==> config.mk <==
export PLATFORM = sky130hd
export DESIGN_NAME = col_tx
export DESIGN_NICKNAME = d
export VERILOG_FILES = /design/src/rtl/col_tx.sv
export SDC_FILE = /design/constraint.sdc
export NUM_CORES = 1
export LEC_CHECK = 0
export BUFFER_PORTS_ARGS = -buffer_cell sky130_fd_sc_hd__buf_2
export CAP_MARGIN = 20
export CORE_AREA = 2 2 60 68
export CTS_CLUSTER_DIAMETER = 40
export DETAILED_ROUTE_END_ITERATION = 8
export DIE_AREA = 0 0 62 70
export PLACE_DENSITY_LB_ADDON = 0.1
export RECOVER_POWER = 50
export SYNTH_ARGS = -nofsm -noshare
export SYNTH_HDL_FRONTEND = slang
export SYNTH_SLANG_ARGS = --single-unit
==> constraint.sdc <==
create_clock -name clk -period 3.7 [get_ports clk]
set_input_delay 0.74 -clock clk [delete_from_list [all_inputs] [get_ports clk]]
set_output_delay 0.74 -clock clk [all_outputs]
set_load 0.03 [all_outputs]
==> src/rtl/col_tx.sv <==
// Column transmitter: packs a valid/ready stream of 2-bit symbols into one COLS-wide beat
// and emits it as a single-cycle per-column valid mask with matching data.
module col_tx #(
    parameter int unsigned COLS = 4
) (
    input  logic                 clk,
    input  logic                 rst,
    input  logic                 in_valid,
    output logic                 in_ready,
    input  logic [1:0]           in_data,
    input  logic                 in_last,
    input  logic                 hold,
    output logic [COLS-1:0]      oval,
    output logic [COLS-1:0][1:0] odata,
    output logic [15:0]          beat_cnt
);

    localparam int unsigned PtrW = (COLS > 1) ? $clog2(COLS) : 1;
    localparam logic [PtrW-1:0] PtrMax = PtrW'(COLS - 1);

    typedef enum logic [0:0] {StFill, StEmit} state_e;

    state_e               state_q, state_d;
    logic [PtrW-1:0]      ptr_q, ptr_d;
    logic [COLS-1:0][1:0] acc_q, acc_d;
    logic [COLS-1:0]      mask_q, mask_d;
    logic [COLS-1:0]      oval_q, oval_d;
    logic [COLS-1:0][1:0] odata_q, odata_d;
    logic [15:0]          beat_cnt_q, beat_cnt_d;
    logic                 accept;

    assign in_ready = (state_q == StFill) && !rst;
    assign accept   = in_valid && in_ready;

    always_comb begin
        state_d    = state_q;
        ptr_d      = ptr_q;
        acc_d      = acc_q;
        mask_d     = mask_q;
        oval_d     = '0;
        odata_d    = odata_q;
        beat_cnt_d = beat_cnt_q;
        unique case (state_q)
            StFill: begin
                if (accept) begin
                    for (int unsigned i = 0; i < COLS; i++) begin
                        if (PtrW'(i) == ptr_q) begin
                            acc_d[i]  = in_data;
                            mask_d[i] = 1'b1;
                        end
                    end
                    if (ptr_q == PtrMax || in_last) begin
                        ptr_d   = '0;
                        state_d = StEmit;
                    end else begin
                        ptr_d = ptr_q + PtrW'(1);
                    end
                end
            end
            StEmit: begin
                if (!hold) begin
                    oval_d = mask_q;
                    // acc is never cleared, so stale columns of a partial beat are masked here
                    for (int unsigned i = 0; i < COLS; i++) begin
                        odata_d[i] = mask_q[i] ? acc_q[i] : 2'b00;
                    end
                    mask_d     = '0;
                    beat_cnt_d = beat_cnt_q + 16'd1;
                    state_d    = StFill;
                end
            end
            default: state_d = StFill;
        endcase
    end

    always_ff @(posedge clk) begin
        if (rst) begin
            state_q    <= StFill;
            ptr_q      <= '0;
            acc_q      <= '0;
            mask_q     <= '0;
            oval_q     <= '0;
            odata_q    <= '0;
            beat_cnt_q <= '0;
        end else begin
            state_q    <= state_d;
            ptr_q      <= ptr_d;
            acc_q      <= acc_d;
            mask_q     <= mask_d;
            oval_q     <= oval_d;
            odata_q    <= odata_d;
            beat_cnt_q <= beat_cnt_d;
        end
    end

    assign oval     = oval_q;
    assign odata    = odata_q;
    assign beat_cnt = beat_cnt_q;

endmodule

==> flow_metrics.tcl, run 1 <==
set metrics [dict create \
    final_cell_area_mm2 0.00208 \
    grt_max_degree 49 \
    outcome "completed" \
    grt_setup_unrepaired "false" \
    p_int_uw 751 \
    synth_cell_types 33 \
    hp-class "flip-flop to flip-flop" \
    syn-cell-area_mm2 0.00178 \
    tns_ns 0 \
    period_needed_ns 2.05 \
    antenna_found_initial 0 \
    io_buffers 35 \
    seq_area_frac_synth 0.483 \
    dp_cells 279 \
    grt_overflow_total 0 \
    startpoint_type "primary input" \
    final-hold-violation-count 0 \
    cts_inserted_buffers 5 \
    wl_per_cell_um 12.1 \
    endpoint_kind "flip-flop" \
    grt_pass1_vias 1325 \
    hold_end "odata[0]" \
    grt_pass1_wl_mm 5.81 \
    r2r-start "state_q" \
    required_ns 3.89 \
    worst_slack_ns 1.65 \
    place_congestion 0.734 \
    ctsResizeCount 0 \
    io_pins 36 \
    rr_endpoint "beat_cnt[15]" \
    crit_type "primary input to flip-flop" \
    comb_power_share 0.045 \
    cts_tree "yes" \
    ys_seq_elements 43 \
    clock_skew_ns 0.00393 \
    clkPwrFrac 0.452 \
    syn-num-nets 213 \
    synth_flop_cell "dfxtp_1" \
    fmax_mhz 487 \
    critical_path_arrival_ns 2.24 \
    slew_violations 0 \
    drt_iter0_drc 63 \
    drc_errors 0 \
    reg2reg_slack_ns 1.80 \
    leakage_uw 0.000805 \
    postCtsSetupRepairBufs 0 \
    worstHoldStart "odata[0]" \
    synth.most_common_cell "dfxtp_1" \
    tightest_slew_ns 0.786 \
    fillCellCount 377 \
    diodes 0 \
    max-slew-margin-rel 0.475 \
    dieArea_mm2 0.00434 \
    root_buffer "clkbuf_8" \
    ff2ff_path_depth 4 \
    synth_top_area_frac 0.483 \
    area.growth.synth_to_final_pct 16.6 \
    die_x_um 62 \
    holdPathStages 2 \
    synth_cells 201 \
    place_area_mm2 0.00199 \
    swShare 0.201 \
    vdd_drop_max_v 0.000259 \
    hpwl_mm 2.45 \
    finalWirelength_mm 3.47 \
    start_util 0.475 \
    critPathMaxFanout 6 \
    clkTransAtPathRegs_ns 0.08 \
    p_seq_frac 0.504 \
    yosys_warnings 0 \
    synth_area_leader_cell "dfxtp_1" \
    synthTopCellsByArea "dfxtp_1 (48%), a21oi_1 (7.6%), nand2_1 (6.1%), nand3_1 (5.6%), nor2_1 (3.8%)" \
    drive_above_1_share 0.157 \
    fin_crit_sh 0.555 \
    fin_cells 287 \
    switching_power_uw 189 \
    viasPerCell 5.14 \
    cts_hold_buf 0 \
    regArea_um2 861 \
    nets 246 \
    dp_slack_ns 1.60 \
    powerDensity_mw_per_mm2 452 \
    cts.sinks 43 \
    clock_latency_ns 0.29 \
    syn_area_per_cell_um2 8.87 \
    setup_violations 0 \
    clock_path_buffers 2 \
    finalPower_uw 940 \
    drv_cap 0 \
    die_h_um 70 \
    multiInputGateArea_um2 845 \
    grt.total_usage 0.179 \
    drtPass1Iterations 4 \
    core_mm2 0.00375 \
    synth_edf_count 0 \
    drtAntennaViolNets 0 \
    synthArstFlopShare 0 \
    num_vias 1476 \
    synthTopCellsByCount "dfxtp_1 (43), nand2_1 (29), a21oi_1 (27)" \
    rows 24 \
    h-tree-depth 2 \
]
flip-flops by register name, summed over array words and instances, names as in the netlist:
| signal | cells |
|---|---|
| acc_q | 8 |
| beat_cnt | 16 |
| mask_q | 4 |
| odata | 8 |
| oval | 4 |
| ptr_q | 2 |
| state_q | 1 |
metrics by stage:
stage	util	hold WS [ns]
floorplan	-	0.437
global placement	0.529	0.439
detailed placement	0.529	0.446
CTS	0.564	0.458
global route	0.554	0.474
finish	0.554	0.457
power by group through the flow:
stage                     Combinational (µW)  Sequential [µW]  Clock [µW]
after global placement                  41.5              485           0
after CTS                               42.5              474         437
after detailed placement                42.3              485           0
final                                   42.0              474         425
after global routing                    47.6              475         458
after floorplan                         31.6              484           0
critical path, stage by stage:
cell and delay (ns):
clkbuf_1 0.12, nand4b_1 0.27, nor4_1 0.60, nand3_1 0.16, mux2_1 0.34
layout by cell type, fill, tap and decap left out:
master	instances
buf_4	1
nor3_1	4
or3_2	1
dfxtp_1	43
mux2_4	1
xnor2_1	6
nand2_1	29
buf_2	21
ha_1	5
bufinv_16	2
a22oi_1	1
clkbuf_8	5
mux2_1	1
inv_1	3
nor2_1	18
nor3b_1	4
nand2_2	1
a21oi_1	27
and3_1	1
nand4_1	1
nor4_1	3
and4b_1	1
clkbuf_1	15
a31o_2	3
nand4b_1	1
nand3b_1	1
nand3_1	20
nor2b_1	3
and2b_1	1
nor4_4	1
o21ai_0	2
xor2_1	3
nand2b_1	5
nand4_4	1
worst max path at each step:
stage	from	end	slack, ns	cells past startpoint
floorplan	rst	in_ready	1.24	4
global placement	hold	beat_cnt[15]	1.64	5
detailed placement	hold	beat_cnt[15]	1.60	5
CTS	rst	in_ready	1.80	3
global route	hold	beat_cnt[13]	1.51	5
finish	hold	beat_cnt[15]	1.65	5
kinds of logic after synthesis:
family,share of synthesized area
compound gates,0.100
xor+xnor,0.0442
fa+ha+maj,0.0351
buf+inv,0.0316
flops,0.483
mux,0.0147
simple gates,0.291
metal layers:
metal  track usage  vias to the layer above  routed length [µm]
li1              -                      747                   -
met1         0.213                      695                1510
met2         0.289                       28                1750
met3        0.0611                        6                 156
met4        0.0638                        0                  59
met5             0                        -                   0
cell type report:
class	count	area share
Sequential cell	43	0.414
Multi-Input combinational cell	145	0.406
Timing Repair Buffer	36	0.0794
Clock buffer	6	0.0349
Tap cell	52	0.0313
Clock inverter	2	0.0289
Inverter	3	0.00542
(Power assumes the default switching activity.)
==> run 2: changes to the inputs <==
==> constraint.sdc (replaced) <==
create_clock -name clk -period 2.1 [get_ports clk]
set_input_delay 0.42 -clock clk [delete_from_list [all_inputs] [get_ports clk]]
set_output_delay 0.42 -clock clk [all_outputs]
set_load 0.03 [all_outputs]
==> run 2 against run 1 <==
- sequential share of layout area increased by 0.40 points
- combinational power increased by 84%
- final cell count increased by 0.70%
- setup slack got worse by 1.2 ns
- largest cell class is now multi-input combinational cells
==> flow_metrics.tcl, run 2 (synthesized netlist as in run 1, its figures left out) <==
set metrics [dict create \
    largest_register_ffs 16 \
    most-common-layout-cells "dfxtp_1 (43), nand2_1 (29), a21oi_1 (27)" \
    startpoint_type "flip-flop" \
    place_congestion 0.737 \
    cts_tree "yes" \
    area.growth.synth_to_final_pct 15.5 \
    io_buffers 35 \
    max-slew-margin-rel 0.542 \
    clock_path_buffers 2 \
    clock_skew_ns 0.00513 \
    outcome "completed" \
    h-tree-depth 2 \
    core_mm2 0.00375 \
    worstHoldStart "hold" \
    grt_max_degree 25 \
    fmax_mhz 604 \
    nets 248 \
    cts_hold_buf 0 \
    num_vias 1482 \
    switching_power_uw 327 \
    finalWirelength_mm 3.49 \
    drv_cap 0 \
    grt_pass1_vias 1326 \
    tns_ns 0 \
    critPathMaxFanout 7 \
    io_pins 36 \
    clkTransAtPathRegs_ns 0.08 \
    rows 24 \
    reg2reg_slack_ns 0.44 \
    antenna_found_initial 0 \
    viasPerCell 5.13 \
    hp-class "primary input to flip-flop" \
    required_ns 2.29 \
    period_needed_ns 1.66 \
    post-route-util 0.549 \
    hpwl_mm 2.55 \
    p_int_uw 1080 \
    ff2ff_path_depth 5 \
    crit_type "flip-flop to flip-flop" \
    drtAntennaViolNets 0 \
    grt_setup_unrepaired "false" \
    comb_power_share 0.055 \
    grt_overflow_total 0 \
    setup_violations 0 \
    swShare 0.232 \
    diodes 0 \
    vdd_drop_max_v 0.000542 \
    leakage_uw 0.000803 \
    powerDensity_mw_per_mm2 685 \
    wl_per_cell_um 12.1 \
    start_util 0.475 \
    dieArea_mm2 0.00434 \
    die_h_um 70 \
    root_buffer "clkbuf_8" \
    drtPass1Iterations 4 \
    clock_latency_ns 0.29 \
    p_seq_frac 0.592 \
    final-hold-violation-count 0 \
    endpoint_kind "flip-flop" \
    clkPwrFrac 0.353 \
    fin_crit_sh 0.789 \
    hold_end "state_q" \
    ctsResizeCount 0 \
    critical_path_arrival_ns 1.84 \
    drc_errors 0 \
    cts_inserted_buffers 5 \
    postCtsSetupRepairBufs 0 \
    cts.sinks 43 \
    holdPathStages 3 \
    rr_endpoint "beat_cnt[10]" \
    grt.total_usage 0.176 \
    die_x_um 62 \
    grt_pass1_wl_mm 5.80 \
    r2r-start "beat_cnt[0]" \
    final_common_cell "dfxtp_1" \
    tightest_slew_ns 0.687 \
    drive_above_1_share 0.152 \
    slew_violations 0 \
    drt_iter0_drc 78 \
]
run 2: cell count changes in the layout (fill, tap and decap cells not counted), sizes merged:
cell / previous run / this run
buf: 22 / 19
bufinv: 2 / 0
clkbuf: 20 / 25
clkinvlp: 0 / 1
clkinv: 0 / 1
run 2: final cells by class:
| type | instances | area (µm²) |
|---|---|---|
| multi-input cells | 145 | 866 |
| inverters | 3 | 11.3 |
| clock buffers | 6 | 72.6 |
| repair buffers | 38 | 171 |
| fillers | 376 | 1690 |
| flip-flops and latches | 43 | 861 |
| clock inverters | 2 | 12.5 |
| well taps | 52 | 65.1 |
run 2: power groups by stage:
stage	Sequential [µW]	Clock [µW]	Combinational (µW)
after floorplan	853	0	55.6
after global placement	854	0	76.8
after detailed placement	854	0	79.5
after CTS	835	525	79.2
after global routing	837	559	87.5
final	835	498	77.3
run 2: metal layers:
layer	wire (µm)	track usage	part of all wire
met1	1550	0.210	0.44
met2	1760	0.293	0.50
met3	155	0.0556	0.044
met5	0	0	0
met4	31	0.0496	0.0089
run 2: critical path, stage by stage (launching register included):
cell	delay [ns]
dfxtp_1	0.42
ha_1	0.17
nand3b_1	0.24
nor4_1	0.38
a21oi_1	0.12
a31o_2	0.22
run 2: how the worst max path moves through the flow:
stage / startpoint / end
2_1_floorplan: rst / in_ready
3_3_place_gp: hold / beat_cnt[15]
3_5_place_dp: hold / beat_cnt[15]
4_1_cts: beat_cnt[0] / beat_cnt[10]
5_1_grt: state_q / beat_cnt[15]
6_report: beat_cnt[0] / beat_cnt[10]
run 2: through the flow:
stage	instance area, µm²	total power, µW	cells	setup WS, ns	hold slack (ns)
after floorplan	1780	909	201	0.283	0.437
after global placement	2000	931	281	0.346	0.440
after detailed placement	2000	934	281	0.311	0.447
after CTS	2090	1440	289	0.415	0.405
after global routing	2060	1480	289	0.321	0.421
final	2060	1410	289	0.444	0.417
==> run 3: changes to the inputs <==
--- a/config.mk
+++ b/config.mk
@@ -7,10 +7,10 @@
 export LEC_CHECK = 0
 export BUFFER_PORTS_ARGS = -buffer_cell sky130_fd_sc_hd__buf_2
 export CAP_MARGIN = 20
-export CORE_AREA = 2 2 60 68
+export CORE_AREA = 2 2 62 69
 export CTS_CLUSTER_DIAMETER = 40
 export DETAILED_ROUTE_END_ITERATION = 8
-export DIE_AREA = 0 0 62 70
+export DIE_AREA = 0 0 64 71
 export PLACE_DENSITY_LB_ADDON = 0.1
 export RECOVER_POWER = 50
 export SYNTH_ARGS = -nofsm -noshare
==> constraint.sdc (replaced) <==
create_clock -name clk -period 1.3 [get_ports clk]
set_input_delay 0.26 -clock clk [delete_from_list [all_inputs] [get_ports clk]]
set_output_delay 0.26 -clock clk [all_outputs]
set_load 0.03 [all_outputs]
==> run 3 against run 2 <==
- the run now ends with negative setup slack left
- fmax grew 21%
- final cell count grew 9.3%
- die area grew 4.7%
- setup slack lost 0.51 ns
- sequential power grew 59%
- final area grew 19%
- non-clock buffer count grew 27
- total power grew 71%
- largest power group unchanged
- highest routed layer unchanged
==> flow_metrics.tcl, run 3 (synthesized netlist as in run 1, its figures left out) <==
set metrics [dict create \
    h-tree-depth 2 \
    grt_pass1_vias 1529 \
    powerDensity_mw_per_mm2 989 \
    cts_hold_buf 0 \
    place_congestion 0.733 \
    slew_violations 0 \
    crit_end "beat_cnt[14]" \
    fillCellCount 357 \
    tightest_slew_ns 0.389 \
    drv_cap 0 \
    grt_pass1_wl_mm 6.70 \
    drtPass1Iterations 4 \
    largest_register_ffs 16 \
    crit_cells 6 \
    max-slew-margin-rel 0.741 \
    die_h_um 71 \
    grt.total_usage 0.185 \
    critPathSlowestCell "dfxtp_4" \
    critPathMaxFanout 5 \
    nets 275 \
    finalPower_uw 2420 \
    startpoint_type "flip-flop" \
    multiInputGateArea_um2 942 \
    path_buf_inv 1 \
    grt_overflow_total 0 \
    regArea_um2 903 \
    antenna_found_initial 0 \
    clock_latency_ns 0.28 \
    drt_iter0_drc 99 \
    finalWirelength_mm 3.90 \
    hpwl_mm 2.94 \
    die_x_um 64 \
    area.growth.synth_to_final_pct 37.1 \
    cpLargestDelayFamily "flip-flops" \
    crit_start "beat_cnt[0]" \
    diodes 0 \
    vdd_drop_max_v 0.000803 \
    dieArea_mm2 0.00454 \
    start_util 0.460 \
    drc_errors 0 \
    reg2reg_slack_ns -0.07 \
    setup_violations 6 \
    holdPathStages 3 \
    cts.sinks 43 \
    wl_per_cell_um 12.3 \
    final_common_cell "dfxtp_1" \
    cts_tree "yes" \
    violations "negative setup slack" \
    drtAntennaViolNets 0 \
    outcome "complete, but fails checks" \
    endpoint_kind "flip-flop" \
    cp_cell_sequence "ha_4 > nand3b_1 > buf_6 > nor4_4 > a21oi_1 > a31o_2" \
    period_needed_ns 1.37 \
    worst_slack_ns -0.0675 \
    ff2ff_path_depth 6 \
    grt_max_degree 20 \
    fmax_mhz 731 \
    num_vias 1566 \
    root_buffer "clkbuf_8" \
    required_ns 1.48 \
    clock_skew_ns 0.00867 \
    drive_above_1_share 0.348 \
    most-common-layout-cells "dfxtp_1 (31), nand2_1 (29), a21oi_1 (27)" \
    crit_type "flip-flop to flip-flop" \
    rr_endpoint "beat_cnt[14]" \
    leakage_uw 0.00105 \
    core_mm2 0.00387 \
    io_pins 36 \
    critical_path_arrival_ns 1.54 \
    hp-class "primary input to flip-flop" \
    dp_slack_ns -0.182 \
    fin_crit_sh 1.05 \
    cts_inserted_buffers 5 \
    viasPerCell 4.96 \
    io_buffers 35 \
    clkTransAtPathRegs_ns 0.08 \
    hold_slack_ns 0.260 \
    grt_setup_unrepaired "true" \
    clock_path_buffers 2 \
    max_stage_delay_ns 0.37 \
    rows 24 \
    final-hold-violation-count 0 \
    r2r-start "beat_cnt[0]" \
]
-- run 3: repair_timing --
action                                  4_1_cts  5_1_grt
buffers inserted                              2        0
cloned                                        0        0
pin swaps                                     1        2
gates resized for setup                       4        6
endpoints found under the setup margin        7       13
-- run 3: power by group --
group	switching (µW)	internal, µW	total (µW)
registers	13.8	1310	1330
clock network	443	495	938
logic	92.7	59.4	152
-- run 3: cell type report --
class                           count  area share
Sequential cell                    43       0.370
Clock inverter                      2     0.00563
Clock buffer                        6      0.0384
Tap cell                           52      0.0266
Timing Repair Buffer               65       0.169
Inverter                            3     0.00461
Multi-Input combinational cell    145       0.386
-- run 3: per-layer routing --
layer	share of wire	routed length [µm]	GRT usage	vias to the layer above
li1	-	-	-	811
met1	0.45	1750	0.222	731
met2	0.52	2010	0.334	22
met3	0.028	111	0.0334	2
met4	0.0051	20	0.0507	0
met5	0	0	0	-
-- run 3: how the worst min path moves through the flow --
stage                from  endpoint
2_1_floorplan        hold   state_q
4_1_cts        in_data[0]  acc_q[6]
3_5_place_dp     odata[1]  odata[1]
3_3_place_gp     odata[1]  odata[1]
6_report       in_data[0]  acc_q[6]
5_1_grt        in_data[0]  acc_q[6]
-- run 3: worst reg2reg max path, cell delays in order, from the launching register on --
cell	delay, ns
dfxtp_4	0.37
ha_4	0.12
nand3b_1	0.09
buf_6	0.15
nor4_4	0.20
a21oi_1	0.12
a31o_2	0.23
-- run 3: metrics by stage --
step	utilization	instances	instance area [µm²]	setup TNS, ns
floorplan	-	201	1880	-0.832
global placement	0.595	306	2300	-0.441
detailed placement	0.595	306	2300	-0.536
CTS	0.630	316	2440	-0.315
global route	0.631	316	2440	-1.62
finish	0.631	316	2440	-0.289
